<file path="config.mk">
export PLATFORM = sky130hd
export DESIGN_NAME = adc_frame_ingress
export DESIGN_NICKNAME = d
export VERILOG_FILES = /design/src/rtl/adc_frame_ingress.sv
export SDC_FILE = /design/constraint.sdc
export NUM_CORES = 1
export LEC_CHECK = 0
export ABC_AREA = 1
export CAP_MARGIN = 0
export CORE_MARGIN = 3
export CORE_UTILIZATION = 50
export CTS_BUF_LIST = sky130_fd_sc_hd__clkbuf_4 sky130_fd_sc_hd__clkbuf_8
export CTS_CLUSTER_SIZE = 30
export DETAILED_ROUTE_END_ITERATION = 10
export GPL_ROUTABILITY_DRIVEN = 0
export HOLD_SLACK_MARGIN = 0.05
export PLACE_DENSITY = 0.69
export SYNTH_ARGS = -nofsm -noshare
export SYNTH_HDL_FRONTEND = slang
export SYNTH_SLANG_ARGS = --single-unit
export TNS_END_PERCENT = 20
</file>
<file path="constraint.sdc">
create_clock -name clk -period 3.3 [get_ports clk]
set_input_delay 0.66 -clock clk [delete_from_list [all_inputs] [get_ports clk]]
set_output_delay 0.66 -clock clk [all_outputs]
set_load 0.01 [all_outputs]
</file>
<file path="src/rtl/adc_frame_ingress.sv">
// adc_frame_ingress: multi-channel ADC capture with a beat FIFO and frame markers.
// Each accepted strobe becomes one beat; beats are grouped into FRAME_LEN-beat
// frames (tuser on the first beat, tlast on the last). Strobes that arrive while
// the FIFO is full are dropped and counted.
module adc_frame_ingress #(
  parameter int NUM_CH    = 2,
  parameter int ADC_W     = 16,
  parameter int DEPTH     = 8,
  parameter int FRAME_LEN = 4,
  parameter int CNT_W     = 16
) (
  input  logic                      clk,
  input  logic                      rst,
  input  logic                      enable,
  input  logic [NUM_CH*ADC_W-1:0]   adc_data,
  input  logic                      adc_valid,
  output logic [NUM_CH*ADC_W-1:0]   m_tdata,
  output logic                      m_tvalid,
  input  logic                      m_tready,
  output logic                      m_tlast,
  output logic                      m_tuser,
  output logic [CNT_W-1:0]          overflow_cnt,
  output logic [$clog2(DEPTH):0]    fifo_level,
  output logic                      busy
);

  localparam int DW = NUM_CH * ADC_W;
  localparam int PW = $clog2(DEPTH);
  localparam int LW = PW + 1;
  localparam int CW = $clog2(FRAME_LEN);
  localparam logic [CW-1:0] LAST_BEAT = CW'(FRAME_LEN - 1);
  localparam logic [LW-1:0] FULL_LVL  = LW'(DEPTH);

  typedef enum logic [1:0] {S_IDLE, S_RUN, S_FINISH} state_t;

  state_t          r_state, w_state_nxt;
  logic [CW-1:0]   r_beat, w_beat_nxt;
  logic [PW-1:0]   r_wr_ptr, r_rd_ptr, w_rd_ptr_nxt;
  logic [LW-1:0]   r_level, w_level_nxt;
  logic [CNT_W-1:0] r_ovf;
  logic [DW-1:0]   r_mem_data [DEPTH];
  logic            r_mem_last [DEPTH];
  logic            r_mem_user [DEPTH];
  logic [DW-1:0]   r_tdata;
  logic            r_tlast, r_tuser;
  logic            w_busy, w_attempt, w_push, w_drop, w_pop;
  logic            w_new_last, w_new_user, w_head_is_new;

  // Overflow counter increment that sticks at all-ones instead of wrapping.
  function automatic logic [CNT_W-1:0] sat_inc(input logic [CNT_W-1:0] v);
    return (&v) ? v : v + CNT_W'(1);
  endfunction

  // Capture FSM state register.
  always_ff @(posedge clk) begin
    if (rst) r_state <= S_IDLE;
    else     r_state <= w_state_nxt;
  end

  // Capture FSM next state: leaving RUN or FINISH only on a frame boundary,
  // judged on the beat count after this cycle's acceptance so no frame is cut short.
  always_comb begin
    w_state_nxt = r_state;
    case (r_state)
      S_IDLE:   if (enable) w_state_nxt = S_RUN;
      S_RUN:    if (!enable) w_state_nxt = (w_beat_nxt == '0) ? S_IDLE : S_FINISH;
      S_FINISH: begin
        if (enable)                 w_state_nxt = S_RUN;
        else if (w_beat_nxt == '0)  w_state_nxt = S_IDLE;
      end
      default:  w_state_nxt = S_IDLE;
    endcase
  end

  // Capture FSM outputs.
  always_comb begin
    w_busy = (r_state != S_IDLE);
  end

  // Acceptance, drop, pop decisions and next FIFO/frame bookkeeping values.
  always_comb begin
    w_attempt  = adc_valid && w_busy;
    w_push     = w_attempt && (r_level < FULL_LVL);
    w_drop     = w_attempt && (r_level == FULL_LVL);
    w_pop      = (r_level != '0) && m_tready;
    w_new_user = (r_beat == '0);
    w_new_last = (r_beat == LAST_BEAT);
    w_beat_nxt = r_beat;
    if (w_push) w_beat_nxt = w_new_last ? '0 : r_beat + CW'(1);
    w_rd_ptr_nxt  = r_rd_ptr + PW'(w_pop);
    w_level_nxt   = r_level + LW'(w_push) - LW'(w_pop);
    // The entry becoming head is the one written this cycle when the FIFO drains to it.
    w_head_is_new = w_push && (r_wr_ptr == w_rd_ptr_nxt);
  end

  // FIFO pointers, occupancy, frame beat counter and drop counter.
  always_ff @(posedge clk) begin
    if (rst) begin
      r_wr_ptr <= '0;
      r_rd_ptr <= '0;
      r_level  <= '0;
      r_beat   <= '0;
      r_ovf    <= '0;
    end else begin
      if (w_push) r_wr_ptr <= r_wr_ptr + PW'(1);
      r_rd_ptr <= w_rd_ptr_nxt;
      r_level  <= w_level_nxt;
      r_beat   <= w_beat_nxt;
      if (w_drop) r_ovf <= sat_inc(r_ovf);
    end
  end

  // FIFO storage: data and frame markers kept together per entry.
  always_ff @(posedge clk) begin
    if (w_push) begin
      r_mem_data[r_wr_ptr] <= adc_data;
      r_mem_last[r_wr_ptr] <= w_new_last;
      r_mem_user[r_wr_ptr] <= w_new_user;
    end
  end

  // Registered head entry; holds its last value while the FIFO is empty.
  always_ff @(posedge clk) begin
    if (rst) begin
      r_tdata <= '0;
      r_tlast <= 1'b0;
      r_tuser <= 1'b0;
    end else if (w_level_nxt != '0) begin
      if (w_head_is_new) begin
        r_tdata <= adc_data;
        r_tlast <= w_new_last;
        r_tuser <= w_new_user;
      end else begin
        r_tdata <= r_mem_data[w_rd_ptr_nxt];
        r_tlast <= r_mem_last[w_rd_ptr_nxt];
        r_tuser <= r_mem_user[w_rd_ptr_nxt];
      end
    end
  end

  assign m_tdata      = r_tdata;
  assign m_tlast      = r_tlast;
  assign m_tuser      = r_tuser;
  assign m_tvalid     = (r_level != '0);
  assign fifo_level   = r_level;
  assign overflow_cnt = r_ovf;
  assign busy         = w_busy;

endmodule

</file>
## After elaboration in Yosys (flattened, before gate mapping)

Memories as Yosys holds them, arrays and structs flattened. A register that Yosys moved wholly into a read port is not among the register bits.
Cells that the tools add are included.

- Order comparisons: 1
- Reduce and logical (&&, ||, !) cells: 13
- Equal/unequal tests: 7
- Multiplexer cells: 10
- Bitwise gates (word level): 1
- Add/subtract/negate cells: 6

Operators with widths:

| operator | number |
|---|---|
| $add 16x1->16 const B | 1 |
| $reduce_and 16->1 | 1 |
| $mux 2 | 7 |
| $reduce_bool 4->1 | 2 |
| $logic_not 2->1 | 3 |
| $pmux 2 s3 | 1 |
| $add 4x1->4 | 1 |
| $eq 2x2->1 const B | 2 |
| $eq 4x4->1 const B | 1 |
| $logic_and 1x1->1 | 4 |
| $lt 4x4->1 const B | 1 |
| $ne 2x2->1 const B | 2 |
| $sub 4x1->4 | 1 |
| $add 3x1->3 | 1 |
| $add 3x1->3 const B | 1 |
| $ne 3x3->1 const B | 1 |
| $reduce_and 3->1 | 1 |
| $add 2x1->2 const B | 1 |
| $eq 2x1->1 const B | 1 |
| $mux 1 | 2 |
| $reduce_and 2->1 | 1 |
| $reduce_bool 2->1 | 1 |
| $not 1->1 | 1 |

- Output and inout bits: 56
- Bits in writable memories: 272
- Input port bits: 37
- Register bits after elaboration: 30
- Word-level logic and storage cells: 47
- Memories: 3

Memories:

| memory | words | width | rd ports | clocked after memory_dff | wr ports | RTL line | source |
|---|---|---|---|---|---|---|---|
| r_mem_data | 8 | 32 | 1 | 1 | 1 | 41 | `logic [DW-1:0] r_mem_data [DEPTH];` |
| r_mem_last | 8 | 1 | 1 | 1 | 1 | 42 | `logic r_mem_last [DEPTH];` |
| r_mem_user | 8 | 1 | 1 | 1 | 1 | 43 | `logic r_mem_user [DEPTH];` |

## Longest topological paths before layout

- Depth after elaboration: 8
- Depth in mapped cells: 17
- Gate-level depth less buffers: 16

## Worst setup path before layout

No wires, ideal clock.

- Path kind: input to register
- From: input port adc_valid
- To: memory r_mem_data[0][0] (netlist name), enable pin
- Required time: 2.875 ns
- Slack: 0.409 ns
- Path buffers: 0
- Arrival: 2.466 ns
- Stages: 4
- Setup time: 0.425 ns
- Cells stage by stage: nand3_4 inv_1 nand2_1 nor2_1

- Cells in the longest elaborated chain, start to end: 4

Ends and longest elaborated chain:

| item | RTL line | source |
|---|---|---|
| from (decl) | 16 | `input logic adc_valid,` |
| $logic_and 1x1->1 | 82 | `w_attempt = adc_valid && w_busy;` |
| $logic_and 1x1->1 | 83 | `w_push = w_attempt && (r_level < FULL_LVL);` |
| $mux 1 | 115 | `if (w_push) begin` |
| $mux 1 (implied by the code) | 116 | `r_mem_data[r_wr_ptr] <= adc_data;` |
| to (decl) | 41 |  |

No other way between the ends.

## Worst setup path after layout

- From: register r_level[3], in the netlist fifo_level[3]
- To: register r_tdata[31], in the netlist m_tdata[31], read port of r_mem_data

- Cells in the longest elaborated chain, start to end: 5
- Elaborated cells on any way between the ends: 8
- Classes of those cells: add/sub (3); order compare (1); reduce/logical (4)

Ends and longest elaborated chain:

| item | RTL line | source |
|---|---|---|
| from (decl) | 39 | `logic [LW-1:0] r_level, w_level_nxt;` |
| from (signal assigned) | 107 | `r_level <= w_level_nxt;` |
| $lt 4x4->1 | 83 |  |
| $logic_and 1x1->1 | 83 |  |
| $add 4x1->4 | 91 | `w_level_nxt = r_level + LW'(w_push) - LW'(w_pop);` |
| $sub 4x1->4 | 91 |  |
| $reduce_bool 4->1 | 128 | `end else if (w_level_nxt != '0) begin` |
| to (decl) | 44 | `logic [DW-1:0] r_tdata;` |

Several ways; a longest one is shown, not always the timed one.
A chain may end at the register's enable or synchronous reset.

==> key figures <==
Run status
  • Outcome: finished, final reports clean

STA
  • Setup TNS: 0 ps
  • Worst slew margin: 0.678
  • Actual slew at the worst max-slew pin: between 400 and 500 ps
  • Endpoints failing setup: 0
  • F_max: 335 MHz
  • Clk_skew: 19.8 ps
  • Final hold violation count: 0
  • Tcrit/Tclk final: 0.905
  • Unrepaired setup endpoints after global routing: no
  • Final Max Slew Viols: 0
  • Fin crit period: 2980 ps

Power and ir drop
  • NetSw: 5.22 mW
  • Sequential power share: 0.354
  • Lkg Pwr: 6.60 nW
  • Internal power: 8.90 mW
  • P per Cell Area: 826 mW/mm²
  • Clock power share: 0.259
  • Combinational share of power: 0.387
  • Net Sw Frac: 0.370
  • Max VDD drop: 0.000688 V

Route
  • 1st-pass router iterations: 5
  • Post-DRT Antenna Nets: 0
  • Routed len/inst: 17.3 µm
  • DRC: 0
  • Vias per cell: between 5 and 6
  • Post-Route WL: 34,100 µm
  • Via count: 10,408
  • DRT iter0 DRCs: 1,071

Clocking
  • CTS tree: built
  • PostCTS Resize Cnt: 0
  • Root Driver: clkbuf_8
  • Clk_lat worst skew: 600 ps
  • Cts bufs inserted: 55
  • Post-CTS setup buffer count: 0
  • Clk sinks: 336
  • CTS H-tree depth: 2
  • Clk buf depth: 3
  • CTS Hold Bufs: 0
  • Clk pin slew, worst setup/hold paths: 60 ps

GRT
  • Aggregate global-route resource usage: 0.221
  • First-pass GRT wire length: between 50,000 and 60,000 µm
  • Number of global-route vias before repair: 10,022
  • Largest net degree at the start of global routing: a little over 90
  • Initial antenna violation count: 0
  • Grt total ovfl: 0

Critical path
  • CP Capture Type: flop
  • CP Launch Type: flop
  • Worst Reg-to-Reg Cells: 16
  • Required time of the critical path: ~3800 ps
  • Max incr delay on CP: 380 ps
  • Worst path top cell family by delay: adder cells
  • Most frequent CP cell: inv_1
  • CP cell instances: inv_1, ha_1, a21boi_0, ha_1, inv_1, ha_1, inv_1, fa_1, xnor2_1, nor2_1, nand3_2, buf_12, buf_4, nand3_1, nand2_1, inv_1
  • CP arrival: between 3000 and 4000 ps
  • Max FO, Critical Path: 39
  • Critical-path top delay cell: fa_1
  • Worst Path Buf+Inv: 6
  • Levels on crit path: 16
  • Crit Path Category: reg -> reg

Die
  • # IOs: 93
  • Die W: 176 µm
  • Die H: 176 µm
  • Die area: 0.0309 mm²
  • Core box area: 0.0281 mm²
  • Floorplan row count: 61
  • Initial Utilization: 0.513

Placement
  • Port Buffers: 92
  • Placed cell area: 0.0160 mm²
  • Post-detail-place hpwl: ~19,000 µm

Job
  • Max cap viols: 0

Final layout
  • Most common cell after layout, fill and taps aside: nand2_1
  • Filler Cells Inserted: 2,316
  • Area growth, synth to finish: 18.7%
  • Commonest non-fill, non-tap cells in the layout: nand2_1, nor2_1, edfxtp_1
  • Layout net count: 1,595
  • Reg area: 0.00945 mm²
  • Final instance area: ~0.017 mm²
  • # diodes: 0
  • Multi-input logic area: 0.00421 mm²
  • Fraction of layout cells with a size suffix above 1: 0.111

Yosys
  • Synth Cell Area: ~0.014 mm²
  • Unique masters post-synth: 36
  • Asr flop ratio synth: 0
  • Syn. warnings: 0
  • Syn_area_per_cell: ~10 µm²
  • Part of the Yosys area used for sequential elements: 0.655
  • Syn nets: 1,482
  • Register bit total from synthesis: 336
  • Gate count of the mapped netlist: 1,432
  • Number of synthesized flops with an enable pin: between 200 and 300
  • Primary FF master, synth: edfxtp_1

Hold path
  • Hold Path Class: in -> reg
  • WHS Path Cells: 2
-- path summary, 6_finish.rpt --
| kind | startpoint | end | slack, ps |
|---|---|---|---|
| worst max-delay path | fifo_level[3] | m_tdata[31] | 320 |
| worst min-delay path | rst | r_beat[0] | 450 |
| worst max register to register | fifo_level[3] | m_tdata[31] | 320 |
| worst min register to register | m_tdata[24] | m_tdata[24] | 460 |
-- Yosys cell counts, types with 2 or more instances --
cell type  number  area (µm²)
nor3_1          4        20.0
nand2_1       302        1130
nand3_2         2        20.0
nand2_2        12        75.1
buf_6           3        33.8
nand3b_1        2        15.0
nand4_1         3        18.8
a21oi_1        27         135
clkbuf_1       23        86.3
nor3_2          3        30.0
nand3_1        92         460
inv_1         115         432
dfxtp_1        64        1280
a21oi_2         8        70.1
o211ai_1       35         263
xor2_1          8        70.1
buf_2          27         135
ha_1           12         150
o21ai_1        22         110
xnor2_1         2        17.5
nor2_1        288        1080
buf_1           8        30.0
edfxtp_1      272        8170
o21ai_0        73         365
buf_4          10        75.1
inv_2           4        15.0
or2_1           2        12.5
-- cell type report --
class,instances,area share
Inverter,120,0.0265
Clock buffer,85,0.0607
Timing Repair Buffer,128,0.0810
Sequential cell,336,0.552
Clock inverter,18,0.00570
Multi-Input combinational cell,904,0.246
Tap cell,378,0.0276
-- kinds of logic (layout without fill, tap and decap cells) --
| kind of cell | count (synthesis) | after routing | share of synthesized area |
|---|---|---|---|
| AND/OR/NAND/NOR | 714 | 714 | 0.203 |
| adder cells (fa/ha/maj) | 13 | 13 | 0.0118 |
| XOR/XNOR | 10 | 10 | 0.00608 |
| flip-flops | 336 | 336 | 0.655 |
| buffers and inverters | 192 | 351 | 0.0575 |
| AO/OA/AOI/OAI | 167 | 167 | 0.0665 |
-- power by group through the flow --
stage	registers [mW]	logic (mW)	clock network, mW
floorplan	5.13	3.73	0
global placement	5.09	5.32	0
detailed placement	5.09	5.47	0
CTS	5.00	5.49	3.72
global route	5.02	6.17	3.92
finish	5.01	5.46	3.66
-- sequential cells by signal, indices dropped and copies added (netlist names), 2 cells and up --
signal and cells:
r_mem_last 8, m_tdata 32, r_mem_data 256, r_state 2, r_rd_ptr 3, overflow_cnt 16, r_mem_user 8, r_wr_ptr 3
r_beat 2, fifo_level 4
-- metrics by stage --
| step | worst slack, ps | hold WS [ps] | instances | total power [mW] | util |
|---|---|---|---|---|---|
| after global routing | 43.6 | 427 | 1969 | 15.1 | 0.609 |
| after CTS | 303 | 421 | 1969 | 14.2 | 0.609 |
| after detailed placement | -144 | 458 | 1866 | 10.6 | 0.569 |
| after global placement | -32.1 | 454 | 1866 | 10.4 | 0.569 |
| final | 315 | 450 | 1969 | 14.1 | 0.609 |
| after floorplan | 409 | 476 | 1432 | 8.86 | - |
-- metal layers --
layer  global-route usage  part of all wire
met1                0.316              0.45
met4               0.0584             0.019
met3               0.0348             0.069
met2                0.356              0.47
met5                    0                 0
Note: power is estimated with default switching activity, not from simulation.
